===== src/rtl/mem_arbiter.sv =====
// Shared RAM port arbiter between instruction fetch and data side.
// Data side has priority, with a starvation guard for fetch and a per-grant watchdog.
module mem_arbiter #(
  parameter int ADDR_W       = 32,
  parameter int DATA_W       = 32,
  parameter int STARVE_LIMIT = 4,
  parameter int TIMEOUT      = 64
) (
  input  logic              CLK,
  input  logic              RST,
  input  logic              iREN,
  input  logic [ADDR_W-1:0] iaddr,
  output logic              ihit,
  output logic [DATA_W-1:0] iload,
  input  logic              dREN,
  input  logic              dWEN,
  input  logic [ADDR_W-1:0] daddr,
  input  logic [DATA_W-1:0] dstore,
  output logic              dhit,
  output logic [DATA_W-1:0] dload,
  output logic              ram_req,
  output logic              ram_wen,
  output logic [ADDR_W-1:0] ram_addr,
  output logic [DATA_W-1:0] ram_wdata,
  input  logic [DATA_W-1:0] ram_rdata,
  input  logic              ram_ready,
  output logic              timeout_err,
  output logic              err_src
);

  typedef enum logic [1:0] {IDLE, IGRANT, DGRANT} state_t;

  localparam int DCNT_W = $clog2(STARVE_LIMIT + 1);
  localparam int WCNT_W = $clog2(TIMEOUT);
  localparam logic [DCNT_W-1:0] DCNT_MAX = DCNT_W'(STARVE_LIMIT);
  localparam logic [WCNT_W-1:0] WCNT_MAX = WCNT_W'(TIMEOUT - 1);

  state_t            state_q, state_d;
  logic [DCNT_W-1:0] dcnt_q, dcnt_d;
  logic [WCNT_W-1:0] wcnt_q, wcnt_d;
  logic              err_q, err_d;
  logic              src_q, src_d;

  logic dreq;
  logic i_act;
  logic d_act;

  // A grant only drives the RAM while its requester is still asking.
  always_comb begin
    dreq      = dREN | dWEN;
    i_act     = (state_q == IGRANT) & iREN;
    d_act     = (state_q == DGRANT) & dreq;
    ram_req   = i_act | d_act;
    ram_wen   = d_act & dWEN;
    ram_addr  = i_act ? iaddr : (d_act ? daddr : '0);
    ram_wdata = d_act ? dstore : '0;
    ihit      = i_act & ram_ready;
    dhit      = d_act & ram_ready;
    iload     = ram_rdata;
    dload     = ram_rdata;
  end

  always_comb begin
    state_d = state_q;
    dcnt_d  = dcnt_q;
    wcnt_d  = wcnt_q;
    err_d   = err_q;
    src_d   = src_q;
    case (state_q)
      IDLE: begin
        wcnt_d = '0;
        if (dreq && !(iREN && dcnt_q == DCNT_MAX)) begin
          state_d = DGRANT;
          if (iREN && dcnt_q != DCNT_MAX) dcnt_d = dcnt_q + 1'b1;
        end else if (iREN) begin
          state_d = IGRANT;
          dcnt_d  = '0;
        end
      end
      IGRANT, DGRANT: begin
        if (!ram_req || ram_ready) begin
          state_d = IDLE;
        end else if (wcnt_q == WCNT_MAX) begin
          state_d = IDLE;
          err_d   = 1'b1;
          if (!err_q) src_d = (state_q == DGRANT);
        end else begin
          wcnt_d = wcnt_q + 1'b1;
        end
      end
      default: state_d = IDLE;
    endcase
    // Fetch not waiting means there is nothing to be starved.
    if (!iREN) dcnt_d = '0;
  end

  always_ff @(posedge CLK or posedge RST) begin
    if (RST) begin
      state_q <= IDLE;
      dcnt_q  <= '0;
      wcnt_q  <= '0;
      err_q   <= 1'b0;
      src_q   <= 1'b0;
    end else begin
      state_q <= state_d;
      dcnt_q  <= dcnt_d;
      wcnt_q  <= wcnt_d;
      err_q   <= err_d;
      src_q   <= src_d;
    end
  end

  assign timeout_err = err_q;
  assign err_src     = src_q;

endmodule


===== config.mk =====
export PLATFORM = sky130hd
export DESIGN_NAME = mem_arbiter
export DESIGN_NICKNAME = d
export VERILOG_FILES = /design/src/rtl/mem_arbiter.sv
export SDC_FILE = /design/constraint.sdc
export NUM_CORES = 1
export LEC_CHECK = 0
export CAP_MARGIN = 20
export CORE_AREA = 2 2 104 106
export DETAILED_ROUTE_END_ITERATION = 12
export DIE_AREA = 0 0 106 108
export DONT_BUFFER_PORTS = 1
export PLACE_DENSITY = 0.35
export SLEW_MARGIN = 40
export SYNTH_ARGS = -nofsm -noshare
export SYNTH_HDL_FRONTEND = slang
export SYNTH_SLANG_ARGS = --single-unit

===== constraint.sdc =====
create_clock -name CLK -period 4.93 [get_ports CLK]
set_input_delay 1.2325 -clock CLK [delete_from_list [all_inputs] [get_ports CLK]]
set_output_delay 1.2325 -clock CLK [all_outputs]
set_load 0.03 [all_outputs]

==> results of run 1 <==
[power breakdown]
group | switching [mW] | leakage (nW) | internal, mW
sequential | 0.0152 | 0.177 | 0.124
combinational | 0.504 | 0.565 | 0.129
clock | 0.0416 | 0.0228 | 0.0572
total | 0.560 | 0.765 | 0.310
[metrics by stage]
step                      utilization  instances  hold WS (ns)  power [mW]  worst slack, ns
after floorplan                     -        289         0.481       0.806             1.42
after global placement          0.153        346         0.497       0.777             1.16
after detailed placement        0.153        346         0.510       0.779             1.11
after CTS                       0.157        350         0.526       0.880             1.11
after global routing            0.157        350         0.532       0.926             1.02
final                           0.157        350         0.519       0.871             1.13
[how the worst max path moves through the flow]
stage                     startpoint      endpoint  slack (ns)  cells past startpoint
after floorplan                 dREN  ram_addr[21]        1.42                      5
after global placement          dREN  ram_addr[13]        1.16                      4
after detailed placement        dREN  ram_addr[13]        1.11                      4
after CTS                       dREN  ram_addr[13]        1.11                      4
after global routing            dREN  ram_addr[13]        1.02                      4
final                           dREN  ram_addr[13]        1.13                      4
[worst max-delay path: stages]
cell,delay [ns]
o21a_2,0.49
buf_4,0.40
nand3_1,0.15
nand2_1,0.26
[cell type report]
class | count | area share
Sequential cell | 13 | 0.202
Multi-Input combinational cell | 190 | 0.643
Tap cell | 136 | 0.106
Clock buffer | 4 | 0.0280
Inverter | 5 | 0.0117
Timing Repair Buffer | 2 | 0.00933
[per-layer routing]
layer	global-route usage	part of all wire	wire [um]
met3	0.0374	0.11	707
met5	0	0	0
met1	0.119	0.39	2540
met2	0.163	0.48	3130
met4	0.0150	0.014	92
[synth_stat cells, drive strengths merged, types with 3 or more instances]
master,number,area share
nand2,73,0.14
nor3,3,0.0077
o22ai,3,0.0097
mux2i,3,0.015
buf,69,0.27
dfrtp,13,0.17
ha,6,0.039
and2,37,0.12
a21o,3,0.012
nand3,36,0.093
inv,5,0.0097
clkbuf,12,0.023
o21ai,5,0.015
[logic make-up (layout without fill, tap and decap cells)]
family	count (synthesis)	after routing	share of synthesized area
AOI/OAI and AO/OA	18	18	0.0676
adders and majority gates	6	6	0.0386
buffers and inverters	86	11	0.301
DFF	13	13	0.167
and+or+nand+nor	162	162	0.404
muxes	4	4	0.0212
[state kept, by name, indices dropped and copies added (netlist names)]
register	flops
wcnt_q	6
dcnt_q	3
state_q	2
err_src	1
timeout_err	1
==> impl_metrics.csv, run 1 <==
group,metric,value,unit
final_layout,drive_gt1_frac,0.0374,
global_routing,grt_overflow_total,0,
run,maxCapViolCount,0,
global_routing,grt_max_degree,40,
sta,max_freq,263,MHz
floorplanning,core_region_area,10200,um2
synth,yosysWarnings,0,
synth,synth_area,1940,um2
clock_tree,cts_buffer_depth,2,
floorplanning,die_y,108,um
sta,skew,0.00229,ns
global_routing,antenna_found_initial,2,
clock_tree,clkLatencyLatePin,0.24,ns
synth,ys_dominant_reg_cell,"dfrtp_1",
final_layout,fin_area,1610,um2
hold_path,hold_path_class,"flip-flop to flip-flop",
clock_tree,cts_tree,"built",
sta,tns,0,ns
routing,via_count,1594,
sta,fin_crit_sh,0.771,
hold_path,whs_endpoint,"state_q[1]$_DFFE_PP0P_",
final_layout,final_cell_mix,"73 x nand2_1, 36 x nand3_1, 36 x and2_1, 13 x dfrtp_1, 6 x ha_1",
clock_tree,cts.clk_slew.worst_paths,0.06,ns
routing,drt.antenna.violating_nets,0,
synth,synth_edf_count,0,
synth,avgSynthCellArea,6.73,um2
routing,wl_per_cell,18.5,um
clock_tree,post-cts-setup-buffers,0,
final_layout,multi_input_area,1030,um2
clock_tree,cts_root_buf,"clkbuf_8",
synth,ys_seq_area_frac,0.167,
routing,wl,6.48,mm
power_and_ir_drop,max-vdd-ir-drop,0.000148,V
placement,port_buffers,0,
worst_setup_path,critPathMaxFanout,39,
worst_setup_path,worstSetupPathType,"input port to primary output",
worst_setup_path,rr_startpoint,"state_q[0]$_DFFE_PP0P_",
worst_setup_path,worstRegToRegCells,6,
synth,ys_ff_latch,13,
sta,max_slew.worst_pin.slew,0.581,ns
final_layout,fillCellCount,1188,
outcome,outcome,"finished, final reports clean",
synth,synth_cell_types,35,
synth,synthArstFlopShare,1.00,
clock_tree,post_cts_resized,0,
clock_tree,holdBufCountCts,0,
worst_setup_path,worst_ep_arrival_time,2.57,ns
sta,max_slew_margin,0.612,
placement,detailedPlacementHpwl,5.47,mm
clock_tree,cts_sinks,13,
final_layout,final_nets,355,
clock_tree,h-tree-depth,1,
routing,viasPerCell,4.55,
final_layout,num_antenna_cells,0,
clock_tree,numCtsBuffers,3,
routing,firstDrtPassIters,4,
final_layout,layout_commonest_cell,"nand2_1",
placement,place_area,1560,um2
sta,rsz0062_at_grt,"no",
sta,hold_violations,0,
final_layout,syn2layout_area_growth,-17.2,%
final_layout,regArea,325,um2
floorplanning,fp.dieW,106,um
power_and_ir_drop,p_leak,0.765,nW
worst_setup_path,reg2reg_to,"state_q[0]$_DFFE_PP0P_",
hold_path,hold_depth,1,
floorplanning,start_util,0.190,
floorplanning,io_pins,268,
placement,gp_congestion,0.715,
floorplanning,die_area,11400,um2
worst_setup_path,required,3.70,ns
floorplanning,num_rows,37,
routing,drc,0,
worst_setup_path,r2r_setup_slack,2.74,ns
worst_setup_path,critPathCaptureType,"primary output",
synth,syn-num-nets,429,
worst_setup_path,cp-start-kind,"input port",
hold_path,hold_start,"state_q[1]$_DFFE_PP0P_",
sta,setup_viol,0,
sta,drv_slew,0,
power_and_ir_drop,power-per-cell-area,541,nW/um2
global_routing,grt_pass1_wl,8.25,mm
global_routing,grt_use_total,0.0967,
routing,drt_iter0_drc,57,
sta,min_period,3.80,ns
global_routing,grt_pass1_vias,1300,
synth,synth_cells,289,
Note: power is estimated with default switching activity, not from simulation.
==> run 2: changes to the inputs <==
==> constraint.sdc (replaced) <==
create_clock -name CLK -period 3.9 [get_ports CLK]
set_input_delay 0.975 -clock CLK [delete_from_list [all_inputs] [get_ports CLK]]
set_output_delay 0.975 -clock CLK [all_outputs]
set_load 0.03 [all_outputs]
==> impl_metrics.csv, run 2 (synthesis gave the netlist of run 1 again) <==
group,metric,value,unit
global_routing,antenna_found_initial,3,
final_layout,largest_reg_flops,6,
hold_path,hold_path_class,"flip-flop to flip-flop",
final_layout,layout_commonest_cell,"nand2_1",
run,maxCapViolCount,0,
floorplanning,fp.dieW,106,um
placement,dp.cells,346,
worst_setup_path,cp-start-kind,"input port",
final_layout,final_cells,350,
hold_path,whs_endpoint,"state_q[1]$_DFFE_PP0P_",
worst_setup_path,worst_ep_arrival_time,2.05,ns
clock_tree,cts_sinks,13,
final_layout,syn2layout_area_growth,-16.6,%
sta,tns,0,ns
routing,drt-met1-wl,2.33,mm
final_layout,fillCellCount,1165,
routing,wl_per_cell,18.5,um
final_layout,drive_gt1_frac,0.0374,
worst_setup_path,rr_startpoint,"state_q[0]$_DFFE_PP0P_",
power_and_ir_drop,power-per-cell-area,686,nW/um2
routing,drc,0,
routing,drt.antenna.violating_nets,0,
final_layout,regMostFlops,"wcnt_q",
worst_setup_path,critPathCaptureType,"primary output",
floorplanning,io_pins,268,
worst_setup_path,required,2.92,ns
global_routing,grt_max_degree,49,
sta,min_period,3.02,ns
clock_tree,cts_root_buf,"clkbuf_8",
routing,wl,6.47,mm
worst_setup_path,r2r_setup_slack,1.57,ns
clock_tree,numCtsBuffers,3,
placement,port_buffers,0,
worst_setup_path,worstSetupPathType,"input port to primary output",
final_layout,reg_top3,"wcnt_q: 6 flops, dcnt_q: 3 flops, state_q: 2 flops",
clock_tree,post-cts-setup-buffers,0,
sta,fin_crit_sh,0.775,
sta,setup_viol,0,
worst_setup_path,reg2reg_to,"state_q[0]$_DFFE_PP0P_",
floorplanning,start_util,0.190,
global_routing,grt_pass1_vias,1378,
final_layout,final_cell_mix,"73 x nand2_1, 36 x nand3_1, 36 x and2_1, 13 x dfrtp_1, 6 x ha_1",
sta,hold_violations,0,
routing,firstDrtPassIters,4,
routing,dr_wl_met3,819,um
global_routing,grt_pass1_wl,8.27,mm
clock_tree,cts_buffer_depth,2,
sta,max_slew_margin,0.646,
clock_tree,cts.clk_slew.worst_paths,0.06,ns
sta,drv_slew,0,
worst_setup_path,worstRegToRegCells,7,
hold_path,hold_start,"state_q[1]$_DFFE_PP0P_",
routing,wl_met2,3.22,mm
routing,drt_iter0_drc,90,
worst_setup_path,critPathMaxFanout,48,
hold_path,hold_depth,1,
floorplanning,die_area,11400,um2
routing,viasPerCell,4.53,
outcome,outcome,"finished, final reports clean",
placement,gp_congestion,0.706,
power_and_ir_drop,max-vdd-ir-drop,0.000209,V
sta,max_slew.worst_pin.slew,0.531,ns
routing,via_count,1585,
clock_tree,clkLatencyLatePin,0.25,ns
global_routing,grt_use_total,0.0969,
clock_tree,post_cts_resized,0,
clock_tree,holdBufCountCts,0,
clock_tree,cts_tree,"built",
clock_tree,h-tree-depth,1,
final_layout,num_antenna_cells,0,
final_layout,final_nets,355,
floorplanning,core_region_area,10200,um2
power_and_ir_drop,p_leak,0.768,nW
sta,skew,0.000975,ns
global_routing,grt_overflow_total,0,
floorplanning,num_rows,37,
floorplanning,die_y,108,um
sta,max_freq,331,MHz
power_and_ir_drop,finalPower,1.11,mW
placement,detailedPlacementHpwl,5.46,mm
routing,topRoutingLayerUsed,"met5",
sta,rsz0062_at_grt,"no",
==> run 2: changes by cell type in the layout (fill, tap and decap cells not counted) <==
cell / change
buf_12: +1
buf_4: -1
==> run 2: worst max path at each step <==
stage	depth (start not counted)	slack, ns	startpoint	end
floorplan	5	0.91	dREN	ram_addr[21]
global placement	3	0.88	dREN	ram_wdata[1]
detailed placement	3	0.85	dREN	ram_wdata[1]
CTS	3	0.85	dREN	ram_wdata[1]
global route	6	0.78	state_q[0]$_DFFE_PP0P_	ram_addr[22]
finish	4	0.88	dREN	ram_addr[29]
==> run 2: report_power, final <==
part	leakage (nW)	internal [mW]	switching, mW
Sequential	0.177	0.157	0.0191
Clock	0.0228	0.0723	0.0522
Combinational	0.568	0.175	0.636
Total	0.768	0.404	0.708
==> run 2: through the flow <==
stage	util	hold WS (ns)	area, um2	setup WS, ns
floorplan	-	0.481	1940	0.908
global placement	0.154	0.498	1580	0.877
detailed placement	0.154	0.512	1580	0.850
CTS	0.158	0.525	1620	0.850
global route	0.158	0.548	1620	0.776
finish	0.158	0.525	1620	0.878
==> run 2: worst max-delay path: stages <==
cell and delay (ns):
o21a_2 0.42, buf_12 0.25, nand3_1 0.10, nand2_1 0.27
==> run 2: per-layer routing <==
layer | up-vias | GRT usage
met5 | - | 0
met4 | 2 | 0.0150
met3 | 14 | 0.0476
met2 | 162 | 0.172
met1 | 692 | 0.107
li1 | 715 | -
==> run 2: final cells by class <==
cell class | instances | area (um2) | area share
clock buffers | 4 | 45.0 | 0.0278
well taps | 136 | 170 | 0.105
repair buffers | 2 | 27.5 | 0.0170
flip-flops and latches | 13 | 325 | 0.201
inverters | 5 | 18.8 | 0.0116
multi-input cells | 190 | 1030 | 0.638
==> run 3: changes to the inputs <==
--- a/config.mk
+++ b/config.mk
@@ -10,7 +10,7 @@
 export DETAILED_ROUTE_END_ITERATION = 12
 export DIE_AREA = 0 0 106 108
 export DONT_BUFFER_PORTS = 1
-export PLACE_DENSITY = 0.35
+export PLACE_DENSITY = 0.36
 export SLEW_MARGIN = 40
 export SYNTH_ARGS = -nofsm -noshare
 export SYNTH_HDL_FRONTEND = slang
==> constraint.sdc (replaced) <==
create_clock -name CLK -period 2.7 [get_ports CLK]
set_input_delay 0.675 -clock CLK [delete_from_list [all_inputs] [get_ports CLK]]
set_output_delay 0.675 -clock CLK [all_outputs]
set_load 0.03 [all_outputs]
==> impl_metrics.csv, run 3 (synthesis gave the netlist of run 1 again) <==
group,metric,value,unit
sta,max_slew.worst_pin.slew,0.556,ns
final_layout,reg_top3,"wcnt_q: 6 flops, dcnt_q: 3 flops, state_q: 2 flops",
clock_tree,numCtsBuffers,3,
floorplanning,core_region_area,10200,um2
sta,fin_crit_sh,0.917,
worst_setup_path,required,2.03,ns
routing,firstDrtPassIters,4,
final_layout,syn2layout_area_growth,-16.8,%
global_routing,grt_overflow_total,0,
placement,place_area,1570,um2
sta,setup_viol,0,
clock_tree,cts.clk_slew.worst_paths,0.06,ns
placement,detailedPlacementHpwl,6.06,mm
placement,port_buffers,0,
worst_setup_path,critPathCaptureType,"primary output",
worst_setup_path,rr_startpoint,"state_q[0]$_DFFE_PP0P_",
floorplanning,start_util,0.190,
clock_tree,h-tree-depth,1,
final_layout,fin_area,1620,um2
global_routing,grt_max_degree,41,
worst_setup_path,critPathMaxFanout,40,
sta,hold_violations,0,
routing,viasPerCell,4.50,
power_and_ir_drop,finalPower,1.61,mW
power_and_ir_drop,power-per-cell-area,993,nW/um2
floorplanning,die_y,108,um
floorplanning,fp.dieW,106,um
routing,via_count,1580,
placement,gp_congestion,0.787,
power_and_ir_drop,p_leak,0.773,nW
worst_setup_path,r2r_setup_slack,0.59,ns
worst_setup_path,worst_ep_arrival_time,1.80,ns
floorplanning,num_rows,37,
outcome,outcome,"finished, final reports clean",
global_routing,antenna_found_initial,0,
final_layout,num_antenna_cells,0,
hold_path,hold_path_class,"input port to async pin",
routing,wl,7.18,mm
routing,wl_per_cell,20.5,um
routing,drt.antenna.violating_nets,0,
final_layout,drive_gt1_frac,0.0465,
final_layout,layout_commonest_cell,"nand2_1",
final_layout,regMostFlops,"wcnt_q",
worst_setup_path,worstSetupStartpoint,"state_q[0]$_DFFE_PP0P_",
sta,max_freq,404,MHz
placement,pre_cts_slack,0.465,ns
clock_tree,cts_sinks,13,
final_layout,fillCellCount,1179,
clock_tree,post_cts_resized,0,
clock_tree,cts_root_buf,"clkbuf_8",
power_and_ir_drop,max-vdd-ir-drop,0.000227,V
clock_tree,post-cts-setup-buffers,0,
final_layout,final_nets,356,
final_layout,final_cell_mix,"73 x nand2_1, 36 x nand3_1, 36 x and2_1, 13 x dfrtp_1, 6 x ha_1",
sta,max_slew_margin,0.629,
global_routing,grt_pass1_vias,1437,
routing,drc,0,
routing,drt_iter0_drc,75,
clock_tree,cts_tree,"built",
final_layout,largest_reg_flops,6,
run,maxCapViolCount,0,
clock_tree,holdBufCountCts,0,
sta,layout_setup_ws,0.224,ns
global_routing,grt_use_total,0.112,
floorplanning,io_pins,268,
sta,skew,0.00689,ns
worst_setup_path,cp-start-kind,"flip-flop",
worst_setup_path,worstSetupPathType,"flip-flop to primary output",
global_routing,grt_pass1_wl,9.40,mm
sta,min_period,2.48,ns
clock_tree,cts_buffer_depth,2,
sta,rsz0062_at_grt,"no",
clock_tree,clkLatencyLatePin,0.25,ns
sta,tns,0,ns
sta,drv_slew,0,
floorplanning,die_area,11400,um2
==> run 3: changes by cell type in the layout (fill, tap and decap cells not counted), sizes merged <==
cell / before / now
buf: 2 / 3
clkbuf: 4 / 3
clkinv: 0 / 1
==> run 3: through the flow <==
step           utilization  instances  hold slack (ns)
3_5_place_dp         0.154        347            0.510
4_1_cts              0.158        351            0.382
2_1_floorplan            -        289            0.481
5_1_grt              0.158        351            0.398
3_3_place_gp         0.154        347            0.503
6_report             0.158        351            0.358
==> run 3: final cells by class <==
class / count / area [um2] / share of cell area
clock buffer: 3 / 41.3 / 0.0255
clock inverter: 1 / 5.00 / 0.00309
inverter: 5 / 18.8 / 0.0116
multi-input combinational: 190 / 1030 / 0.640
sequential: 13 / 325 / 0.201
tap: 136 / 170 / 0.105
timing repair buffer: 3 / 22.5 / 0.0139
==> run 3: path summary, 6_finish.rpt <==
check                           depth (start not counted)                     end
worst min register to register                          1   dcnt_q[2]$_DFFE_PP0P_
max in group asynchronous                               1   dcnt_q[1]$_DFFE_PP0P_
worst max-delay path                                    5           ram_wdata[24]
worst min-delay path                                    1   wcnt_q[1]$_DFFE_PP0P_
worst max register to register                          7  state_q[0]$_DFFE_PP0P_
min in group CLK                                        1   dcnt_q[2]$_DFFE_PP0P_
==> run 3: worst max-delay path: stages, from the launching register on <==
cell and delay (ns):
dfrtp_1 0.39, inv_1 0.09, ha_1 0.21, o21a_2 0.16, buf_4 0.29, and2_1 0.40
==> run 3: power by group <==
group	internal [mW]	switching, mW
registers	0.226	0.0284
clock network	0.102	0.0767
logic	0.245	0.928
==> run 3: routing by layer <==
metal	track usage	up-vias	part of all wire
li1	-	722	-
met1	0.126	693	0.36
met2	0.188	154	0.49
met3	0.0621	11	0.13
met4	0.0188	0	0.014
met5	0	-	0
==> RTL edit (flow settings as in run 2) <==
Change the parameter `DATA_W` from 32 to 48.
--- a/src/rtl/mem_arbiter.sv
+++ b/src/rtl/mem_arbiter.sv
@@ -2,7 +2,7 @@
 // Data side has priority, with a starvation guard for fetch and a per-grant watchdog.
 module mem_arbiter #(
   parameter int ADDR_W       = 32,
-  parameter int DATA_W       = 32,
+  parameter int DATA_W       = 48,
   parameter int STARVE_LIMIT = 4,
   parameter int TIMEOUT      = 64
 ) (
Ports: changed (5 resized); port bits go from 268 to 348. The function was not compared with the original's and may differ.
==> RTL edit against run 2 <==
Largest cell class unchanged; synthesized cell count grew 17%; worst setup slack worse by 0.19 ns; synthesized area increased by 20%; core utilization grew 1.7 points; routed wire length increased by 80%; combinational power grew 25%; sequential cell count unchanged; clock skew grew 0.0035 ns; cell area increased by 10%; critical endpoint is now ram_addr[0]; total power increased by 18%.
==> RTL edit: results (changes against run 2) <==
grt_usage: 0.185  # +0.0877
synthTopCellsByArea: "buf_4 31%, and2_1 14%, dfrtp_1 14%, nand2_1 11%, nand3_1 8.1%"
wl_mm: 11.6  # +80%
hpwl_mm: 10.3  # +88%
postSynthAreaPerCell_um2: 6.94  # +3.2%
postPlaceCellArea_um2: 1740  # +10%
avgViaCountPerCell: 4.96  # +9.6%
grt_pass1_wl_mm: 14.3  # +73%
setup.worst_path.end: "ram_addr[0]"
synth_nets: 509  # +19%
drive_above_1_share: 0.0696  # +0.0322
irDropWorstVdd_v: 0.000230  # +10%
post-place-ws_ns: 0.722  # -0.128 ns
fill_cells: 1199  # +2.9%
maxSlewHeadroom: 0.627  # -0.0193
hp-start: "wcnt_q[3]"
outcome: "finished, final reports clean"
crit_start: "state_q[0]"
path_max_fanout: 71  # +48%
reg2reg_slack_ns: 1.83  # +0.26 ns
fin_skew_ns: 0.00444  # +0.00347 ns
r2r-end: "err_src"
slowest_delay_ns: 0.44  # +0.02 ns
dp.cells: 362  # +4.6%
grt_max_degree: 72  # +47%
p_leak_nw: 0.847  # +10%
r2r-start: "state_q[1]"
fin_nets: 403  # +14%
grt_antenna_before_repair: 10  # +7
critPathTopFamily: "simple AND/OR/NAND/NOR gates"
ys_seq_area_frac: 0.139  # -0.0283
## RTL edit: cell types whose count changed after synthesis, sizes merged, moves of 2 or more
cell	run 2	this run
a21o	3	1
and2	37	53
buf	69	110
clkbuf	12	4
nand3	36	38
nor2b	2	0
o22ai	3	1
o2bb2ai	1	3
## RTL edit: final cells by class
class | instances | share of cell area
sequential | 13 | 0.182
multi-input combinational | 205 | 0.659
clock buffer | 4 | 0.0251
antenna | 2 | 0.00279
inverter | 5 | 0.0105
timing repair buffer | 3 | 0.0265
tap | 136 | 0.0950
## RTL edit: worst min path at each step
stage / slack (ns) / endpoint
global placement: 0.51 / state_q[1]
floorplan: 0.47 / wcnt_q[5]
CTS: 0.53 / wcnt_q[3]
detailed placement: 0.51 / state_q[1]
finish: 0.53 / wcnt_q[3]
global route: 0.55 / wcnt_q[5]
## RTL edit: report_power, final
part | internal, mW | switching, mW
registers | 0.155 | 0.0171
logic | 0.201 | 0.811
clock network | 0.0721 | 0.0507
total | 0.428 | 0.879
## RTL edit: cells by family (layout without fill, tap and decap cells)
kind of cell	count (synthesis)	count (layout)	synth area share
AND/OR/NAND/NOR	177	177	0.378
buffers and inverters	119	12	0.357
other	0	2	0
multiplexers	4	4	0.0198
adder cells (fa/ha/maj)	6	6	0.0321
flip-flops	13	13	0.139
AO/OA/AOI/OAI	18	18	0.0743
## RTL edit: layer usage
| layer | share of wire | global-route usage |
|---|---|---|
| met5 | 0.011 | 0.0625 |
| met4 | 0.0083 | 0.0282 |
| met3 | 0.22 | 0.192 |
| met2 | 0.36 | 0.216 |
| met1 | 0.40 | 0.226 |
## RTL edit: metrics by stage
stage	hold WS, ns	utilization
floorplan	0.474	-
CTS	0.528	0.175
detailed placement	0.512	0.170
global route	0.547	0.175
finish	0.531	0.175
global placement	0.509	0.170
## RTL edit: worst reg2reg max path, delay by kind of cell (launching register included)
| kind | cells | cell delay (ns) |
|---|---|---|
| adder cells (fa/ha/maj) | 1 | 0.19 |
| AND/OR/NAND/NOR | 2 | 0.53 |
| multiplexers | 1 | 0.31 |
| AO/OA/AOI/OAI | 1 | 0.13 |
| flip-flops | 1 | 0.40 |
| buffers and inverters | 2 | 0.40 |
